[config.mk]
export PLATFORM = sky130hd
export DESIGN_NAME = panda_pcomp_table
export DESIGN_NICKNAME = d
export VERILOG_FILES = /design/src/rtl/panda_pcomp_pkg.sv /design/src/rtl/panda_pcomp_table_ram.sv /design/src/rtl/panda_pcomp_table.sv
export SDC_FILE = /design/constraint.sdc
export NUM_CORES = 2
export LEC_CHECK = 0
export BUFFER_PORTS_ARGS = -buffer_cell sky130_fd_sc_hd__buf_2
export CELL_PAD_IN_SITES_DETAIL_PLACEMENT = 0
export CELL_PAD_IN_SITES_GLOBAL_PLACEMENT = 1
export CORE_UTILIZATION = 35
export CTS_CLUSTER_SIZE = 24
export DETAILED_ROUTE_END_ITERATION = 6
export PLACE_DENSITY_LB_ADDON = 0.1
export SLEW_MARGIN = 10
export SYNTH_ARGS = -nofsm -noshare
export SYNTH_HDL_FRONTEND = slang
export SYNTH_SLANG_ARGS = --single-unit
[constraint.sdc]
create_clock -name clk_i -period 4.4 [get_ports clk_i]
set_input_delay 0.66 -clock clk_i [delete_from_list [all_inputs] [get_ports clk_i]]
set_output_delay 0.66 -clock clk_i [all_outputs]
set_load 0.05 [all_outputs]
[src/rtl/panda_pcomp_pkg.sv]
// Shared definitions for the panda_pcomp table sequencer:
// FSM encodings, error codes, table word indices and segment layout.
package panda_pcomp_pkg;

    localparam int LINES_DEF = 16;
    localparam int AW_DEF    = 4;

    localparam logic [2:0] S_IDLE  = 3'd0;
    localparam logic [2:0] S_LOAD  = 3'd1;
    localparam logic [2:0] S_LATCH = 3'd2;
    localparam logic [2:0] S_ARM   = 3'd3;
    localparam logic [2:0] S_RUN   = 3'd4;
    localparam logic [2:0] S_GAP   = 3'd5;
    localparam logic [2:0] S_FAULT = 3'd6;

    localparam logic [1:0] ERR_NONE  = 2'd0;
    localparam logic [1:0] ERR_EMPTY = 2'd1;
    localparam logic [1:0] ERR_PCOMP = 2'd2;

    localparam logic [1:0] W_START = 2'd0;
    localparam logic [1:0] W_STEP  = 2'd1;
    localparam logic [1:0] W_WIDTH = 2'd2;
    localparam logic [1:0] W_NUM   = 2'd3;

    // Word n of a line occupies bits [32n+31:32n]
    typedef struct packed {
        logic [31:0] num_dir;
        logic [31:0] width;
        logic [31:0] step;
        logic [31:0] start;
    } seg_t;

endpackage

[src/rtl/panda_pcomp_table_ram.sv]
// Segment table storage: 32-bit word writes, whole-line synchronous reads.
// Contents are deliberately left uninitialised across reset.
module panda_pcomp_table_ram
    import panda_pcomp_pkg::*;
#(
    parameter int LINES = LINES_DEF,
    parameter int AW    = AW_DEF
) (
    input  logic          clk_i,
    input  logic          wr_en,
    input  logic [AW-1:0] wr_line,
    input  logic [1:0]    wr_word,
    input  logic [31:0]   wr_data,
    input  logic [AW-1:0] rd_line,
    output seg_t          rd_data
);

    logic [127:0] mem [LINES];

    always_ff @(posedge clk_i) begin
        if (wr_en) begin
            mem[wr_line][{wr_word, 5'd0} +: 32] <= wr_data;
        end
        rd_data <= mem[rd_line];
    end

endmodule

[src/rtl/panda_pcomp_table.sv]
// Table-driven sequencer that plays stored compare segments into one
// panda_pcomp, re-arming it between segments and looping the table.
module panda_pcomp_table
    import panda_pcomp_pkg::*;
#(
    parameter int LINES = LINES_DEF,
    parameter int AW    = AW_DEF
) (
    input  logic          clk_i,
    input  logic          reset_i,
    input  logic          enable_i,
    input  logic [AW+1:0] TABLE_ADDR,
    input  logic [31:0]   TABLE_DATA,
    input  logic          TABLE_WSTB,
    input  logic [AW:0]   TABLE_LENGTH,
    input  logic [15:0]   REPEATS,
    input  logic          RELATIVE_IN,
    input  logic          pcomp_act_i,
    input  logic [31:0]   pcomp_err_i,
    output logic          pcomp_enable_o,
    output logic [31:0]   START_o,
    output logic [31:0]   STEP_o,
    output logic [31:0]   WIDTH_o,
    output logic [31:0]   NUM_o,
    output logic          DIR_o,
    output logic          RELATIVE_o,
    output logic          active_o,
    output logic [AW-1:0] line_o,
    output logic [15:0]   repeat_o,
    output logic [1:0]    err_o
);

    logic [2:0]    state;
    logic          enable_q;
    logic [AW:0]   len_q;
    logic [15:0]   rep_q;
    logic [AW-1:0] line;
    logic [15:0]   pass;
    seg_t          rd_data;

    logic [AW:0]   last_idx;
    logic          last_line;
    logic [15:0]   pass_nxt;
    logic          pcomp_fault;

    assign last_idx    = len_q - (AW+1)'(1);
    assign last_line   = ({1'b0, line} == last_idx);
    assign pass_nxt    = pass + 16'd1;
    assign pcomp_fault = (pcomp_err_i != '0);

    assign line_o   = line;
    assign repeat_o = pass;

    panda_pcomp_table_ram #(
        .LINES (LINES),
        .AW    (AW)
    ) u_ram (
        .clk_i   (clk_i),
        .wr_en   (TABLE_WSTB),
        .wr_line (TABLE_ADDR[AW+1:2]),
        .wr_word (TABLE_ADDR[1:0]),
        .wr_data (TABLE_DATA),
        .rd_line (line),
        .rd_data (rd_data)
    );

    always_ff @(posedge clk_i) begin
        if (reset_i) begin
            state          <= S_IDLE;
            enable_q       <= 1'b0;
            len_q          <= '0;
            rep_q          <= '0;
            line           <= '0;
            pass           <= '0;
            pcomp_enable_o <= 1'b0;
            START_o        <= '0;
            STEP_o         <= '0;
            WIDTH_o        <= '0;
            NUM_o          <= '0;
            DIR_o          <= 1'b0;
            RELATIVE_o     <= 1'b0;
            active_o       <= 1'b0;
            err_o          <= ERR_NONE;
        end else begin
            enable_q   <= enable_i;
            RELATIVE_o <= RELATIVE_IN;
            // Abort outranks every other event
            if (!enable_i) begin
                state          <= S_IDLE;
                pcomp_enable_o <= 1'b0;
                active_o       <= 1'b0;
            end else begin
                case (state)
                    S_IDLE: begin
                        if (!enable_q) begin
                            len_q <= TABLE_LENGTH;
                            rep_q <= REPEATS;
                            if (TABLE_LENGTH == '0) begin
                                err_o <= ERR_EMPTY;
                                state <= S_FAULT;
                            end else begin
                                err_o    <= ERR_NONE;
                                line     <= '0;
                                pass     <= '0;
                                active_o <= 1'b1;
                                state    <= S_LOAD;
                            end
                        end
                    end
                    S_LOAD: begin
                        state <= S_LATCH;
                    end
                    S_LATCH: begin
                        START_o        <= rd_data.start;
                        STEP_o         <= rd_data.step;
                        WIDTH_o        <= rd_data.width;
                        NUM_o          <= {1'b0, rd_data.num_dir[30:0]};
                        DIR_o          <= rd_data.num_dir[31];
                        pcomp_enable_o <= 1'b1;
                        state          <= S_ARM;
                    end
                    S_ARM, S_RUN: begin
                        // An error beats a simultaneous segment completion
                        if (pcomp_fault) begin
                            err_o          <= ERR_PCOMP;
                            pcomp_enable_o <= 1'b0;
                            active_o       <= 1'b0;
                            state          <= S_FAULT;
                        end else if (state == S_ARM) begin
                            if (pcomp_act_i) begin
                                state <= S_RUN;
                            end
                        end else if (!pcomp_act_i) begin
                            pcomp_enable_o <= 1'b0;
                            state          <= S_GAP;
                        end
                    end
                    S_GAP: begin
                        if (last_line) begin
                            line <= '0;
                            pass <= pass_nxt;
                            if (rep_q != '0 && pass_nxt == rep_q) begin
                                active_o <= 1'b0;
                                state    <= S_IDLE;
                            end else begin
                                state <= S_LOAD;
                            end
                        end else begin
                            line  <= line + AW'(1);
                            state <= S_LOAD;
                        end
                    end
                    S_FAULT: begin
                        pcomp_enable_o <= 1'b0;
                        active_o       <= 1'b0;
                    end
                    default: begin
                        state <= S_IDLE;
                    end
                endcase
            end
        end
    end

endmodule

After elaboration in Yosys (flattened, before gate mapping)

Memory sizes are Yosys's and may differ from the RTL's. A register that Yosys moved wholly into a read port is not among the register bits.
Index checks and enable logic that the tools add are counted.

Eq/ne operators: 17
Add/subtract/negate cells: 4
Mux-type cells: 33
Bitwise operators: 3
Reductions and logical operators: 19
Shift-type cells: 2

Operators by type and width:

| kind                                                                      | count |
|---|---|
| 128-bit 2-to-1 mux                                                        | 1 |
| 32-bit by 9-bit variable shift with 128-bit output (first input constant) | 1 |
| 32-bit by 9-bit variable part select with 128-bit output                  | 1 |
| 16-bit 2-to-1 mux                                                         | 3 |
| 16-bit case mux with 2 select lines                                       | 1 |
| 32-bit nonzero test                                                       | 1 |
| 3-bit 2-to-1 mux                                                          | 7 |
| 3-bit case mux with 6 select lines                                        | 1 |
| 16-bit by 1-bit adder with 16-bit output (second input constant)          | 1 |
| 16-bit equality test                                                      | 1 |
| 16-bit nonzero test                                                       | 1 |
| 4-bit 2-to-1 mux                                                          | 3 |
| 4-bit AND reduction                                                       | 3 |
| 1-bit 2-to-1 mux                                                          | 11 |
| 2-bit != test (second input constant)                                     | 5 |
| 3-bit equality test (second input constant)                               | 3 |
| 7-bit negation with 9-bit output                                          | 1 |
| 4-bit != test (second input constant)                                     | 2 |
| 4-bit case mux with 2 select lines                                        | 1 |
| 3-bit by 2-bit equality test with 1-bit output (second input constant)    | 2 |
| 3-bit != test (second input constant)                                     | 2 |
| 3-bit AND reduction                                                       | 2 |
| 6-bit AND reduction                                                       | 1 |
| 4-bit by 5-bit equality test with 1-bit output                            | 1 |
| other kinds (17)                                                          | 22 |

Input port bits: 97
Memories: 1
Bits in writable memories: 2,048
Register bits after elaboration: 178
Output and inout port bits: 154

Memories:

| memory    | words | width | rd ports | clocked after memory_dff | write ports | line                        | source |
|---|---|---|---|---|---|---|---|
| u_ram.mem | 16    | 128   | 1        | 1                        | 1           | panda_pcomp_table_ram.sv:18 | `logic [127:0] mem [LINES];` |

Longest topological paths before layout

Depth in word-level cells: 6
Depth in mapped cells: 10

Hierarchy

Synthesis repeated with hierarchy kept, for this count alone.

Cells, all modules: 4,384
Area, all modules: 88,438.6 um^2

Modules (own cells, without submodules):

| module                | cells each | area each (um^2) | times used |
|---|---|---|---|
| panda_pcomp_table_ram | 3,436      | 81,116.5         | 1 |
| panda_pcomp_table     | 948        | 7,322.0          | 1 |

Worst setup path after synthesis

Ideal clock, no wire load.

Path type: input port to flip-flop
From: in TABLE_ADDR[1]
To: mem u_ram.mem[11][0] (enable)
Data required time: 3.979 ns
Path slack: 1.383 ns
Stages on the path: 5
Data arrival time: 2.596 ns
Cell sequence: inv_1 ha_1 nand2_1 clkbuf_1 nor2_1

Longest elaborated chain between the ends: 3

RTL lines:

| what                                               | line                        | source |
|---|---|---|
| start: declaration                                 | panda_pcomp_table.sv:12     | `input logic [AW+1:0] TABLE_ADDR,` |
| 7-bit negation with 9-bit output                   | panda_pcomp_table_ram.sv:22 | `mem[wr_line][{wr_word, 5'd0} +: 32] <= wr_data;` |
| 32-bit by 9-bit variable shift with 128-bit output | panda_pcomp_table_ram.sv:22 |  |
| 128-bit 2-to-1 mux (implied by the code)           | panda_pcomp_table_ram.sv:22 |  |
| end: declaration                                   | panda_pcomp_table_ram.sv:18 |  |

No other way between the ends.

Final worst setup path

From: reg line[1] (netlist: line_o[1])
To: out line_o[1]

RTL lines:

| what                     | line                     | source |
|---|---|---|
| start: declaration       | panda_pcomp_table.sv:37  | `logic [AW-1:0] line;` |
| start signal: assignment | panda_pcomp_table.sv:149 | `line <= line + AW'(1);` |
| end: declaration         | panda_pcomp_table.sv:28  | `output logic [AW-1:0] line_o,` |

No word-level cell between the ends.

==> results.py <==
metrics = {
    "global_routing": {
        "grt_overflow_total": 0,
        "grt_pass1_wl_mm": 337,
        "antenna_found_initial": 39,
        "grt_max_degree": 95,
        "grt_pass1_vias": 44500,
        "grtUsageTotal_pct": 19.0,
    },
    "timing": {
        "slew_headroom_pct": 32.0,
        "final_hold_viol_count": 0,
        "fin_ws_ps": 1220,
        "rsz0062_at_grt": "false",
        "period_share_pct": 72.2,
        "setup_viol": 0,
        "worst_pin_slew_ps": 1020,
        "finalMaxSlewViolations": 0,
        "period_needed_ps": 3180,
        "fmax_mhz": 315,
        "fin_skew_ps": 52.9,
        "setup_tns_ps": 0,
    },
    "clock_network": {
        "cts_setup_buffers": 0,
        "htree_levels": 5,
        "cts_made_buffers": 278,
        "cts-resized-gates": 0,
        "cts_sinks": 2354,
        "cts_max_path_buffers": 4,
        "cts_tree": "built",
        "clkLatencyLatePin_ps": 910,
        "cts_hold_buf": 22,
        "clk_pin_slew_ps": 60,
        "root_buffer": "clkbuf_16",
    },
    "critical_path": {
        "slowest_stage": "dfxtp_4",
        "worstSetupStartpointType": "flop",
        "crit_required_ps": 3740,
        "max_stage_delay_ps": 830,
        "endpoint_kind": "primary output",
        "reg2reg_slack_ps": 1490,
        "worstPathCellList": "buf_4 -> buf_2",
        "worst-path-max-fanout": 36,
        "worstSetupPathType": "flop to primary output",
        "crit_buf_inv": 2,
        "cp.arrival_ps": 2520,
        "critical_path.top_delay_family": "flip-flops",
    },
    "synthesis": {
        "synth_edf_count": 2048,
        "async_flop_share_pct": 0,
        "syn_area_um2": 87800,
        "ys_seq_area_share_pct": 77.0,
        "synth_nets": 4327,
        "synth_cells": 4222,
        "ys_ff_latch": 2354,
        "synth_top_area_cell": "edfxtp_1",
        "ys_warn_count": 0,
        "yosys.cell_types.count": 58,
        "avgSynthCellArea_um2": 20.8,
        "synth_area_leaders": "edfxtp_1, mux4_2, dfxtp_1",
        "synth_top_area_share_pct": 70.1,
        "ys.flop_type": "edfxtp_1",
    },
    "power": {
        "p_leak_uw": 0.0272,
        "power_density_nw_per_um2": 466,
        "vdd_drop_max_v": 0.000404,
    },
    "placed_design": {
        "gp_congestion": 0.724,
        "dp_slack_ps": 1230,
        "io_buffers": 249,
        "hpwl_mm": 126,
    },
    "hold_path": {
        "hp-class": "input port to flop",
    },
    "die": {
        "die-area_um2": 253000,
        "coreArea_um2": 249000,
        "ioPinCount": 251,
        "die_width_um": 503,
        "start_util_pct": 35.3,
        "die_h_um": 503,
        "row_count": 183,
    },
    "finish": {
        "drive_gt1_share_pct": 30.2,
        "nFillCells": 22000,
        "nets": 4780,
        "syn_to_final_growth_pct": 17.7,
    },
    "detailed_routing": {
        "vias_per_cell": 5.17,
        "first_iter_violations": 3599,
        "wl_mm": 239,
        "wl_per_cell_um": 28.9,
        "vias": 42700,
        "firstDrtPassIters": 5,
        "drc": 0,
        "ant_nets": 0,
    },
    "status": {
        "outcome": "finished clean",
    },
    "flow_run": {
        "drv_cap": 0,
    },
}
path summary, 6_finish.rpt:
kind                         endpoint  cells after the start                       from
min             state[0]$_SDFFE_PP0P_                      4                pcomp_act_i
max reg2reg     active_o$_SDFFE_PP0P_                      7   repeat_o[0]$_SDFFE_PP0P_
max                         line_o[1]                      2     line_o[1]$_SDFFE_PP0P_
min reg2reg  START_o[24]$_SDFFE_PP0P_                      2  u_ram.rd_data[24]$_DFF_P_
worst register-to-register path, stage by stage, from the launching register on:
cell and delay (ps):
dfxtp_1 470, ha_1 310, nand3_1 270, or3_1 460, or4_1 520, a211o_1 330, o31ai_1 290, mux2i_1 210
per-stage QoR:
| stage | area, µm² | hold slack [ps] | util, % | std cells | total power [µW] |
|---|---|---|---|---|---|
| finish | 103000 | 126 | 41.5 | 8249 | 48200 |
| global placement | 94400 | 423 | 37.9 | 7703 | 26700 |
| global route | 103000 | 111 | 41.5 | 8225 | 49700 |
| detailed placement | 94400 | 427 | 37.9 | 7703 | 26800 |
| floorplan | 87800 | 417 | - | 4222 | 26000 |
| CTS | 103000 | 43.3 | 41.5 | 8207 | 48800 |
logic make-up after synthesis:
kind of cell	synth area share [%]
DFF	77.0
and+or+nand+nor	3.62
muxes	16.2
AOI/OAI and AO/OA	1.64
buffers and inverters	1.08
xor gates and xnor gates	0.299
adders and majority gates	0.114
other	0.00427
power breakdown:
part           switching (µW)  internal [µW]
Sequential                102          24400
Combinational            1140            633
Clock                    8860          13100
cells in the final DEF, fill, tap and decap left out, types with 42 or more instances in the layout:
| master | n |
|---|---|
| edfxtp_1 | 2048 |
| dfxtp_1 | 302 |
| a21oi_1 | 191 |
| buf_4 | 92 |
| buf_12 | 43 |
| clkbuf_16 | 283 |
| clkbuf_1 | 64 |
| nor2_4 | 66 |
| nand2_1 | 330 |
| mux4_2 | 621 |
| buf_2 | 248 |
| diode_2 | 42 |
| and2_1 | 129 |
cell usage after synthesis (all sizes together) (23+ instances only):
master	count
edfxtp	2048
clkbuf	166
mux2i	23
nand2	330
dfxtp	306
o21ai	25
mux4	621
and2	129
nor2b	26
buf	67
a21oi	192
nor2	99
registers in the layout, summed over array words and instances (netlist names), 3 cells and up:
| name | count |
|---|---|
| WIDTH_o | 32 |
| rep_q | 16 |
| STEP_o | 32 |
| repeat_o | 16 |
| state | 3 |
| u_ram.rd_data | 128 |
| NUM_o | 31 |
| len_q | 5 |
| START_o | 32 |
| line_o | 4 |
| u_ram.mem | 2048 |
routing by layer:
layer / vias to the layer above / global-route usage (%) / part of all wire (%)
li1: 18100 / - / -
met1: 23100 / 27.3 / 45
met2: 1166 / 30.3 / 48
met3: 272 / 2.97 / 5.5
met4: 0 / 4.32 / 1.6
met5: - / 0 / 0
layout make-up:
cell class,instances,area [µm²],share of cell area (%)
antenna,42,105,0.102
clock buffer,375,7710,7.46
clock inverter,107,917,0.887
inverter,14,52.6,0.0509
multi-input combinational,1621,19700,19.1
sequential,2354,67600,65.5
tap,3330,4170,4.03
timing repair buffer,406,3030,2.93
No activity file was read; power rests on OpenSTA's default activity.
